$ cat src/rtl/scale_pkg.sv
// Shared definitions for the scale scheduler: FSM states, engine mode codes and framebuffer geometry.
package scale_pkg;

    localparam int unsigned ADDR_W = 19;
    localparam int unsigned FB_W   = 640;
    localparam int unsigned FB_H   = 480;

    localparam logic [1:0] MODE_REPLICATE = 2'd0;
    localparam logic [1:0] MODE_DECIMATE  = 2'd1;
    localparam logic [1:0] MODE_NEAREST   = 2'd2;
    localparam logic [1:0] MODE_BLOCKAVG  = 2'd3;

    typedef enum logic [2:0] {
        IDLE,
        CLEAR,
        LAUNCH,
        RUN,
        FINISH
    } state_t;

    function automatic logic [3:0] eng_onehot(input logic [1:0] sel);
        return 4'b0001 << sel;
    endfunction

endpackage

$ cat src/rtl/fb_wr_mux.sv
// Selects one engine's framebuffer write port and registers it once; writes count only while en is high.
module fb_wr_mux #(
    parameter int unsigned ADDR_W = scale_pkg::ADDR_W
) (
    input  logic                  clk,
    input  logic                  reset,
    input  logic                  en,
    input  logic [1:0]            sel,
    input  logic [4*ADDR_W-1:0]   eng_wraddr,
    input  logic [31:0]           eng_wrdata,
    input  logic [3:0]            eng_wren,
    output logic [ADDR_W-1:0]     wraddr,
    output logic [7:0]            wrdata,
    output logic                  wren
);

    always_ff @(posedge clk or posedge reset) begin
        if (reset) begin
            wraddr <= '0;
            wrdata <= '0;
            wren   <= 1'b0;
        end else begin
            wraddr <= eng_wraddr[int'(sel)*ADDR_W +: ADDR_W];
            wrdata <= eng_wrdata[int'(sel)*8 +: 8];
            wren   <= en && eng_wren[sel];
        end
    end

endmodule

$ cat src/rtl/scale_scheduler.sv
// Runs one scaling engine per command and owns the single framebuffer write port.
// Optional pre-run framebuffer fill is compiled in with SCALE_SCHED_CLEAR_EN.
module scale_scheduler #(
    parameter int unsigned ADDR_W      = scale_pkg::ADDR_W,
    parameter int unsigned FB_DEPTH    = 307200,
    parameter logic [7:0]  BG_PIXEL    = 8'h00,
    parameter int unsigned TIMEOUT_CYC = 1048576
) (
    input  logic                  clk,
    input  logic                  reset,
    input  logic                  cmd_valid,
    output logic                  cmd_ready,
    input  logic [1:0]            cmd_mode,
    input  logic                  cmd_zoom,
    output logic [3:0]            eng_rst,
    output logic                  eng_zoom,
    input  logic [3:0]            eng_done,
    input  logic [4*ADDR_W-1:0]   eng_wraddr,
    input  logic [31:0]           eng_wrdata,
    input  logic [3:0]            eng_wren,
    output logic [ADDR_W-1:0]     ram_wraddr,
    output logic [7:0]            ram_data,
    output logic                  ram_wren,
    output logic                  busy,
    output logic                  done,
    output logic                  err,
    output logic [1:0]            cur_mode,
    output scale_pkg::state_t     fsm_state
);
    import scale_pkg::*;

    localparam int unsigned TO_W = $clog2(TIMEOUT_CYC + 1);

    state_t            state_q, state_d;
    logic [TO_W-1:0]   run_cnt_q;
    logic [1:0]        mode_q;
    logic              zoom_q;
    logic              err_q;
    logic [3:0]        eng_rst_q;
    logic              accept;
    logic              run_first;
    logic              sel_done;
    logic              timeout;
    logic [ADDR_W-1:0] mux_addr;
    logic [7:0]        mux_data;
    logic              mux_wren;

    // Command handshake: a command transfers on a clk edge where cmd_valid and cmd_ready are both 1;
    // cmd_ready is 1 only in IDLE, so a request made while busy waits (is not dropped) until IDLE.
    assign accept    = cmd_valid && (state_q == IDLE);
    assign run_first = (run_cnt_q == '0);
    assign sel_done  = eng_done[mode_q];
    assign timeout   = (state_q == RUN) && !(sel_done && !run_first)
                       && (run_cnt_q == TO_W'(TIMEOUT_CYC - 1));

`ifdef SCALE_SCHED_CLEAR_EN
    localparam int unsigned CLR_W = (FB_DEPTH > 1) ? $clog2(FB_DEPTH) : 1;

    logic [CLR_W-1:0] clr_cnt_q;
    logic             clr_last;

    assign clr_last = (clr_cnt_q == CLR_W'(FB_DEPTH - 1));

    // The fill address parks on the last pixel instead of wrapping.
    always_ff @(posedge clk or posedge reset) begin
        if (reset) begin
            clr_cnt_q <= '0;
        end else if (accept) begin
            clr_cnt_q <= '0;
        end else if ((state_q == CLEAR) && !clr_last) begin
            clr_cnt_q <= clr_cnt_q + CLR_W'(1);
        end
    end
`endif

    always_comb begin
        state_d = state_q;
        case (state_q)
            IDLE: begin
                if (accept) begin
`ifdef SCALE_SCHED_CLEAR_EN
                    state_d = CLEAR;
`else
                    state_d = LAUNCH;
`endif
                end
            end
`ifdef SCALE_SCHED_CLEAR_EN
            CLEAR:   if (clr_last) state_d = LAUNCH;
`endif
            LAUNCH:  state_d = RUN;
            RUN: begin
                if (sel_done && !run_first) begin
                    state_d = FINISH;
                end else if (timeout) begin
                    state_d = IDLE;
                end
            end
            FINISH:  state_d = IDLE;
            default: state_d = IDLE;
        endcase
    end

    // eng_rst is registered so it is high exactly while the FSM sits in LAUNCH, and for the
    // first IDLE cycle after a watchdog abort.
    always_ff @(posedge clk or posedge reset) begin
        if (reset) begin
            state_q   <= IDLE;
            mode_q    <= 2'd0;
            zoom_q    <= 1'b0;
            err_q     <= 1'b0;
            eng_rst_q <= 4'b1111;
            run_cnt_q <= '0;
        end else begin
            state_q   <= state_d;
            eng_rst_q <= 4'b0000;
            if (accept) begin
                mode_q <= cmd_mode;
                zoom_q <= cmd_zoom;
                err_q  <= 1'b0;
            end
            if (state_d == LAUNCH) begin
                eng_rst_q <= eng_onehot(accept ? cmd_mode : mode_q);
            end
            if (timeout) begin
                err_q     <= 1'b1;
                eng_rst_q <= eng_onehot(mode_q);
            end
            if (state_q == RUN) begin
                run_cnt_q <= run_cnt_q + TO_W'(1);
            end else begin
                run_cnt_q <= '0;
            end
        end
    end

    fb_wr_mux #(
        .ADDR_W(ADDR_W)
    ) u_fb_wr_mux (
        .clk        (clk),
        .reset      (reset),
        .en         (state_q == RUN),
        .sel        (mode_q),
        .eng_wraddr (eng_wraddr),
        .eng_wrdata (eng_wrdata),
        .eng_wren   (eng_wren),
        .wraddr     (mux_addr),
        .wrdata     (mux_data),
        .wren       (mux_wren)
    );

    always_comb begin
        cmd_ready  = (state_q == IDLE);
        busy       = (state_q != IDLE);
        done       = (state_q == FINISH);
        ram_wraddr = mux_addr;
        ram_data   = mux_data;
        ram_wren   = (state_q == RUN) && mux_wren;
`ifdef SCALE_SCHED_CLEAR_EN
        if (state_q == CLEAR) begin
            ram_wraddr = ADDR_W'(clr_cnt_q);
            ram_data   = BG_PIXEL;
            ram_wren   = 1'b1;
        end
`endif
    end

    assign eng_rst   = eng_rst_q;
    assign eng_zoom  = zoom_q;
    assign err       = err_q;
    assign cur_mode  = mode_q;
    assign fsm_state = state_q;

endmodule

$ cat config.mk
export PLATFORM = sky130hd
export DESIGN_NAME = scale_scheduler
export DESIGN_NICKNAME = d
export VERILOG_FILES = /design/src/rtl/scale_pkg.sv /design/src/rtl/fb_wr_mux.sv /design/src/rtl/scale_scheduler.sv
export SDC_FILE = /design/constraint.sdc
export NUM_CORES = 1
export LEC_CHECK = 0
export CAP_MARGIN = 20
export CORE_ASPECT_RATIO = 0.8
export CORE_MARGIN = 8
export CORE_UTILIZATION = 40
export DETAILED_ROUTE_END_ITERATION = 10
export PLACE_DENSITY = 0.84
export SLEW_MARGIN = 20
export SYNTH_ARGS = -nofsm -noshare
export SYNTH_HDL_FRONTEND = slang
export SYNTH_HIERARCHICAL = 1
export SYNTH_SLANG_ARGS = --single-unit
$ cat constraint.sdc
create_clock -name clk -period 2.1 [get_ports clk]
set_input_delay 0.315 -clock clk [delete_from_list [all_inputs] [get_ports clk]]
set_output_delay 0.315 -clock clk [all_outputs]
set_load 0.03 [all_outputs]
==> results of run 1 <==
==> sequential cells by signal, summed over array words and instances, names as in the netlist <==
| name | cells |
|---|---|
| eng_rst | 4 |
| eng_zoom | 1 |
| cur_mode | 2 |
| err | 1 |
| u_fb_wr_mux/wrdata | 8 |
| u_fb_wr_mux/wren | 1 |
| u_fb_wr_mux/wraddr | 19 |
| fsm_state | 3 |
| run_cnt_q | 21 |
==> worst max path at each step <==
stage,to,cells past startpoint,slack (ns),startpoint
floorplan,run_cnt_q[18]$_DFF_PP0_,5,0.30,run_cnt_q[0]$_DFF_PP0_
global placement,cmd_ready,3,0.27,fsm_state[2]$_DFF_PP0_
detailed placement,run_cnt_q[18]$_DFF_PP0_,5,0.23,run_cnt_q[0]$_DFF_PP0_
CTS,busy,2,0.01,fsm_state[2]$_DFF_PP0_
global route,eng_rst[2]$_DFF_PP1_,7,0.04,run_cnt_q[0]$_DFF_PP0_
finish,cmd_ready,3,0.16,fsm_state[2]$_DFF_PP0_
==> cell usage after synthesis (3+ instances only) <==
master / n
mux4_1: 7
buf_2: 5
nand3_1: 11
mux4_2: 22
nand4_1: 6
o21ai_1: 3
a21oi_1: 4
xnor2_1: 8
nand2_1: 21
nand3b_1: 3
o31ai_1: 3
dfrtp_1: 56
and2_1: 3
nor4_1: 9
and4_1: 3
dfstp_2: 4
o21ai_0: 3
xor2_1: 7
nor2_1: 19
and3_1: 3
inv_1: 6
nor3_1: 3
==> power groups by stage <==
stage               sequential [mW]  combinational [mW]  clock (mW)
floorplan                      2.32                1.08           0
global placement               1.68                2.89           0
detailed placement             1.70                2.93           0
CTS                            1.68                2.93        1.17
global route                   1.72                3.06        1.22
finish                         1.68                2.89        1.15
==> repair_timing <==
action,CTS,global route
gates cloned,0,0
hold buffers,0,0
gates resized for setup,3,1
setup endpoints to repair,3,1
setup buffers,0,0
==> layout make-up <==
class,count,area (µm²),area share [%]
repair buffers,175,1730,33.96
clock buffers,12,145.1,2.849
inverters,6,22.52,0.4420
multi-input cells,159,1485,29.15
well taps,105,131.4,2.579
flip-flops and latches,60,1508,29.59
clock inverters,4,72.57,1.424
==> kinds of logic after synthesis <==
| kind of cell | Yosys count |
|---|---|
| AO/OA/AOI/OAI | 17 |
| XOR/XNOR | 15 |
| adder cells (fa/ha/maj) | 2 |
| buffers and inverters | 17 |
| flip-flops | 60 |
| multiplexers | 29 |
| AND/OR/NAND/NOR | 96 |
==> per-stage QoR <==
stage | util, % | total power, mW | setup slack (ns) | hold slack, ns | cell area [µm²]
2_1_floorplan | - | 3.402 | 0.3033 | 0.3804 | 3102
3_3_place_gp | 65.38 | 4.576 | 0.2667 | 0.4737 | 4878
3_5_place_dp | 65.38 | 4.629 | 0.2291 | 0.4707 | 4878
4_1_cts | 68.24 | 5.777 | 0.01199 | 0.2700 | 5092
5_1_grt | 68.28 | 5.994 | 0.03716 | 0.2969 | 5095
6_report | 68.28 | 5.720 | 0.1601 | 0.2926 | 5095
==> layer usage <==
metal	part of all wire (%)	up-vias
met5	0	-
met4	2.2	0
met3	6.0	17
met2	55	132
met1	36	1333
li1	-	1251
==> results.md, run 1 <==
- Leading cell type in the layout, fill and taps excluded: clkdlybuf4s50_1
- Slowest stage delay, CP: approximately 0.41 ns
- Pin count of the biggest net entering global routing: 35
- Minimum clock period: 1.940 ns
- Post-DP HPWL: just under 9 mm
- Vias: around 2700
- CTS H-Tree Depth: 3
- Starting Density: 41.57%
- Sequential Power Share: 29.3%
- Startpoint types: flop
- Syn_nets: between 300 and 400
- Post-route DRC: 0
- Crit path DAT: about 1.6 ns
- Status: complete, no violations
- Max-slew violations: 0
- Post-Syn Area: 0.003102 mm²
- Top-Level Pins: between 150 and 200
- TritonCTS clock tree: yes
- Layout cells sized above 1: approximately 14%
- Clock sink count: 60
- Capture point of the worst reg-to-reg path: eng_rst[3]$_DFF_PP1_
- Fin Clk Skew: between 0.009 and 0.01 ns
- Antenna violations before repair: 0
- Ys async rst share: between 90% and 100%
- Flops & latches, synth: 60
- Int Power: 3.562 mW
- CP Buf/Inv Count: 2
- Post-Layout Cell Count: about 520
- Die Height: ~95 µm
- Critical-path top delay cell: dfrtp_1
- Crit Reg-Reg Startpoint: run_cnt_q[0]$_DFF_PP0_
- FP Rows: 28
- Leak Pwr: 2.018 nW
- FILL cells: ~550
- Final #Nets: roughly 540
- Setup TNS: 0 ns
- DIE WIDTH: around 110 µm
- Ys Warns: 6
- Layout area overhead: 64.26%
- Number of global-route vias before repair: 2972
- Syn_area_per_cell: ~13 µm²
- Post-Synth XOR/XNOR Area: ~4.2%
- Sw Ratio: between 30% and 40%
- GR Util met1: a little over a fifth
- Max_cap viols: 0
- Highest Clock Rate: 515.5 MHz
- Most Crowded Layer GR: met2
- Die Area: ~0.011 mm²
- Critical path class: reg -> out
- Synth top area share: a little under half
- CORE AREA: ~0.0075 mm²
- Final Setup Violations: 0
- Cell count after synthesis: around 240
- M2 GR Usage: 35.81%
- Share of the yosys chip area belonging to registers: between 40 and 50%
- Fin. Hold Viols: 0
- Largest area contributor in the netlist: dfrtp_1
- Slew Limit Headroom: 60.20%
- Unrepaired setup endpoints after global routing: false
- PD cells: between 1000 and 1500 mW/mm²
- Setup crit end kind: output port
- Average wire per standard cell: 21.02 µm
- Comb pwr share: 50.6%
- Crit-path cells: or3_1 -> inv_1 -> dlygate4sd2_1
- Final Cycle Share: between 90% and 100%
- EDFF count, synth: 0
- Synth area leaders: dfrtp_1 (45%), mux4_2 (16%), mux4_1 (5.9%)
- Post-route ant nets: 0
- Clk Latency, worst-skew pair: 0.34 ns
- Top delay family on crit path: buffers and inverters
- R2R Setup Slk: 0.17 ns
- Maximum vdd drop: around 0.55 mV
- Hold/Removal Path Class: in -> async
- Cell total after placement: 505
- CTS clk-pin slew, worst paths: approximately 0.070 ns
- First-pass GRT wire length: 16.10 mm
- Root buffer cell: clkbuf_8
- Gpl congestion: 0.9152
- CP max FO: 6
- Clock share of power: between 20 and 25%
- Mux cell area share after synthesis: a little over a fifth
- CTS buffer count: 9
- Port-buffer cells: between 150 and 200
- GRT Util Overall: between 10% and 20%
- Synth Area in Adders: less than 1%
- Main combinational cell family by area after synthesis: multiplexers
- Dominant synthesized flop cell: dfrtp_1
- Commonest non-fill, non-tap cells in the layout: clkdlybuf4s50_1 (158), dfrtp_1 (55), mux4_2 (22)
- Clk buf depth: 2
- R2R depth: 7
- Total gr overflow: 0
- Synth unique cells: 44
- Wirelength, routed: 10.95 mm
- Grt met3 use: under 10%
- Least-Margin Pin Slew: around 0.59 ns
- NetSw: approximately 2.2 mW
- Antenna cell count: 0
- Simple-gate share of the synthesized area: between 10% and 20%
- Vias per inst: between 5 and 6
- Detailed Routing Iterations Pass 1: 4
- Initial DRC count: 172
- Compound-Gate Fraction of Synth Area: under 10%
- Worst endpoint required time: 1.78 ns
(Power assumes the default switching activity.)
==> run 2: changes to the inputs <==
--- a/config.mk
+++ b/config.mk
@@ -9,6 +9,8 @@
 export CORE_ASPECT_RATIO = 0.8
 export CORE_MARGIN = 8
 export CORE_UTILIZATION = 40
+export CTS_BUF_LIST = sky130_fd_sc_hd__clkbuf_16
+export CTS_CLUSTER_DIAMETER = 30
 export DETAILED_ROUTE_END_ITERATION = 10
 export PLACE_DENSITY = 0.84
 export SLEW_MARGIN = 20
==> run 2 against run 1 <==
Sequential share of layout area shrank 0.54 points. Critical path type is now reg -> reg. Sequential cell count is the same. Clock skew shrank 0.0032 ns. Largest power group unchanged. Die area is the same. Final cell count is the same. Setup slack lost 0.029 ns. Critical endpoint is now eng_rst[3]$_DFF_PP1_.
==> results.md, run 2 (synthesized netlist as in run 1, its figures left out) <==
- Commonest non-fill, non-tap cells in the layout: clkdlybuf4s50_1 (158), dfrtp_1 (55), mux4_2 (22)
- Clock share of power: about a quarter
- CP Buf/Inv Count: 2
- Startpoint types: flop
- DIE WIDTH: roughly 110 µm
- Clk Latency, worst-skew pair: roughly 0.33 ns
- Setup TNS: 0 ns
- Starting Density: 41.57%
- Critical path class: reg -> reg
- Sequential Power Share: between 20 and 30%
- Highest Clock Rate: 507.9 MHz
- Antenna cell count: 0
- Slew Limit Headroom: about three fifths
- Leak Pwr: roughly 2.1 nW
- Final Setup Violations: 0
- Top delay family on crit path: simple AND/OR/NAND/NOR gates
- Unrepaired setup endpoints after global routing: false
- Fin Clk Skew: 0.005929 ns
- Layout cells sized above 1: 14.18%
- NetSw: around 2.2 mW
- Post-route DRC: 0
- Total gr overflow: 0
- Vias per inst: between 5 and 6
- Maximum vdd drop: approximately 0.57 mV
- Die Area: 0.01085 mm²
- Total Power: between 6 and 7 mW
- Vias: 2725
- Initial DRC count: ~210
- CTS buffer count: 9
- Hold/Removal Path Class: in -> async
- Max-slew violations: 0
- Fin. Hold Viols: 0
- Worst endpoint required time: between 2 and 2.5 ns
- Layout area overhead: 67.33%
- Fin area: 0.005190 mm²
- Antenna violations before repair: 0
- Pin count of the biggest net entering global routing: 35
- Die Height: 94.76 µm
- Area after DPL: about 0.005 mm²
- Least-Margin Pin Slew: 0.6185 ns
- Critical-path top delay cell: dfrtp_1
- TritonCTS clock tree: yes
- Crit-path most repeated cell: buf_4
- Root buffer cell: clkbuf_16
- Max FFs per register: 21
- M2 GR Usage: between 30 and 40%
- Post-DP HPWL: 8.840 mm
- Detailed Routing Iterations Pass 1: 4
- Crit path DAT: 2.23 ns
- Most Crowded Layer GR: met2
- # Post-CTS Setup Buffers: 0
- CTS H-Tree Depth: 3
- Number of global-route vias before repair: between 2000 and 3000
- Minimum clock period: slightly below 2 ns
- Crit-path cells: ha_1 -> nand3_1 -> buf_4 -> nor4_1 -> buf_4 -> nand4_1 -> o21ai_1
- Wirelength, routed: between 10 and 15 mm
- Biggest regs: run_cnt_q x21, u_fb_wr_mux/wraddr x19, u_fb_wr_mux/wrdata x8
- Final #Nets: 535
- Status: complete, no violations
- Max_cap viols: 0
- Clock sink count: 60
- Final Cycle Share: 93.76%
- Average wire per standard cell: 21.27 µm
- Comb pwr share: between 40 and 50%
- Largest reg by FF count: run_cnt_q
- Setup crit end kind: flop
- PD cells: about 1200 mW/mm²
- Gpl congestion: around 0.9
- Int Power: about 4 mW
- GR Util met1: between 20% and 30%
- Slowest stage delay, CP: between 0.4 and 0.5 ns
- Top-Level Pins: roughly 160
- GRT Util Overall: 20.33%
- Post-route ant nets: 0
- CP max FO: 8
- Clk buf depth: 2
- CTS clk-pin slew, worst paths: 0.05 ns
- Grt met3 use: roughly 5.6%
- First-pass GRT wire length: 16.37 mm
- FP Rows: 28
- Leading cell type in the layout, fill and taps excluded: clkdlybuf4s50_1
- CORE AREA: around 0.0075 mm²
- Sw Ratio: between 30% and 40%
- Port-buffer cells: between 150 and 200
-- run 2: changes by cell type in the layout (fill, tap and decap cells not counted), sizes merged --
cell          before  now
clkbuf            12    9
clkinv             1    2
dlygate4sd2        3    2
dlymetal6s2s       1    2
inv                6    8
-- run 2: stage by stage --
stage / util, % / setup WS (ns) / std cells / hold slack [ns]
4_1_cts: 69.48 / 0.01894 / 521 / 0.2964
3_3_place_gp: 65.38 / 0.2667 / 505 / 0.4737
3_5_place_dp: 65.38 / 0.2291 / 505 / 0.4707
2_1_floorplan: - / 0.3033 / 236 / 0.3804
5_1_grt: 69.55 / 0.006145 / 521 / 0.3196
6_report: 69.55 / 0.1311 / 521 / 0.3106
-- run 2: per-layer routing --
layer	wire length (µm)	vias to the layer above	part of all wire, %
met5	0	-	0
met2	6207	112	56
li1	-	1247	-
met4	146	0	1.3
met1	4097	1356	37
met3	630	10	5.7
-- run 2: final timing paths --
| kind | from | to | slack [ns] | cells after the start |
|---|---|---|---|---|
| worst max register to register | run_cnt_q[0]$_DFF_PP0_ | eng_rst[3]$_DFF_PP1_ | 0.13 | 7 |
| worst min-delay path | reset | u_fb_wr_mux/wraddr[3]$_DFF_PP0_ | 0.31 | 2 |
| min in group clk | eng_zoom$_DFFE_PP0P_ | eng_zoom$_DFFE_PP0P_ | 0.48 | 2 |
| worst min register to register | eng_zoom$_DFFE_PP0P_ | eng_zoom$_DFFE_PP0P_ | 0.48 | 2 |
| max in group asynchronous | reset | u_fb_wr_mux/wrdata[5]$_DFF_PP0_ | 1.22 | 3 |
| worst max-delay path | run_cnt_q[0]$_DFF_PP0_ | eng_rst[3]$_DFF_PP1_ | 0.13 | 7 |
-- run 2: layout make-up --
type / count / area [µm²]
clock buffer: 9 / 225.2
clock inverter: 7 / 83.83
fill: 530 / 2272
inverter: 6 / 22.52
multi-input combinational: 159 / 1485
sequential: 60 / 1508
tap: 105 / 131.4
timing repair buffer: 175 / 1734
-- run 2: timing repair --
action                     4_1_cts  5_1_grt
hold buffers                     0        0
setup endpoints to repair        2        2
resized for setup                2        2
pin swaps                        0        0
gates cloned                     0        0
-- run 2: power by group through the flow --
stage	logic [mW]	registers, mW	clock network, mW
3_5_place_dp	2.93	1.70	0
4_1_cts	2.94	1.68	1.54
2_1_floorplan	1.08	2.32	0
3_3_place_gp	2.89	1.68	0
6_report	2.90	1.68	1.53
5_1_grt	3.06	1.72	1.60
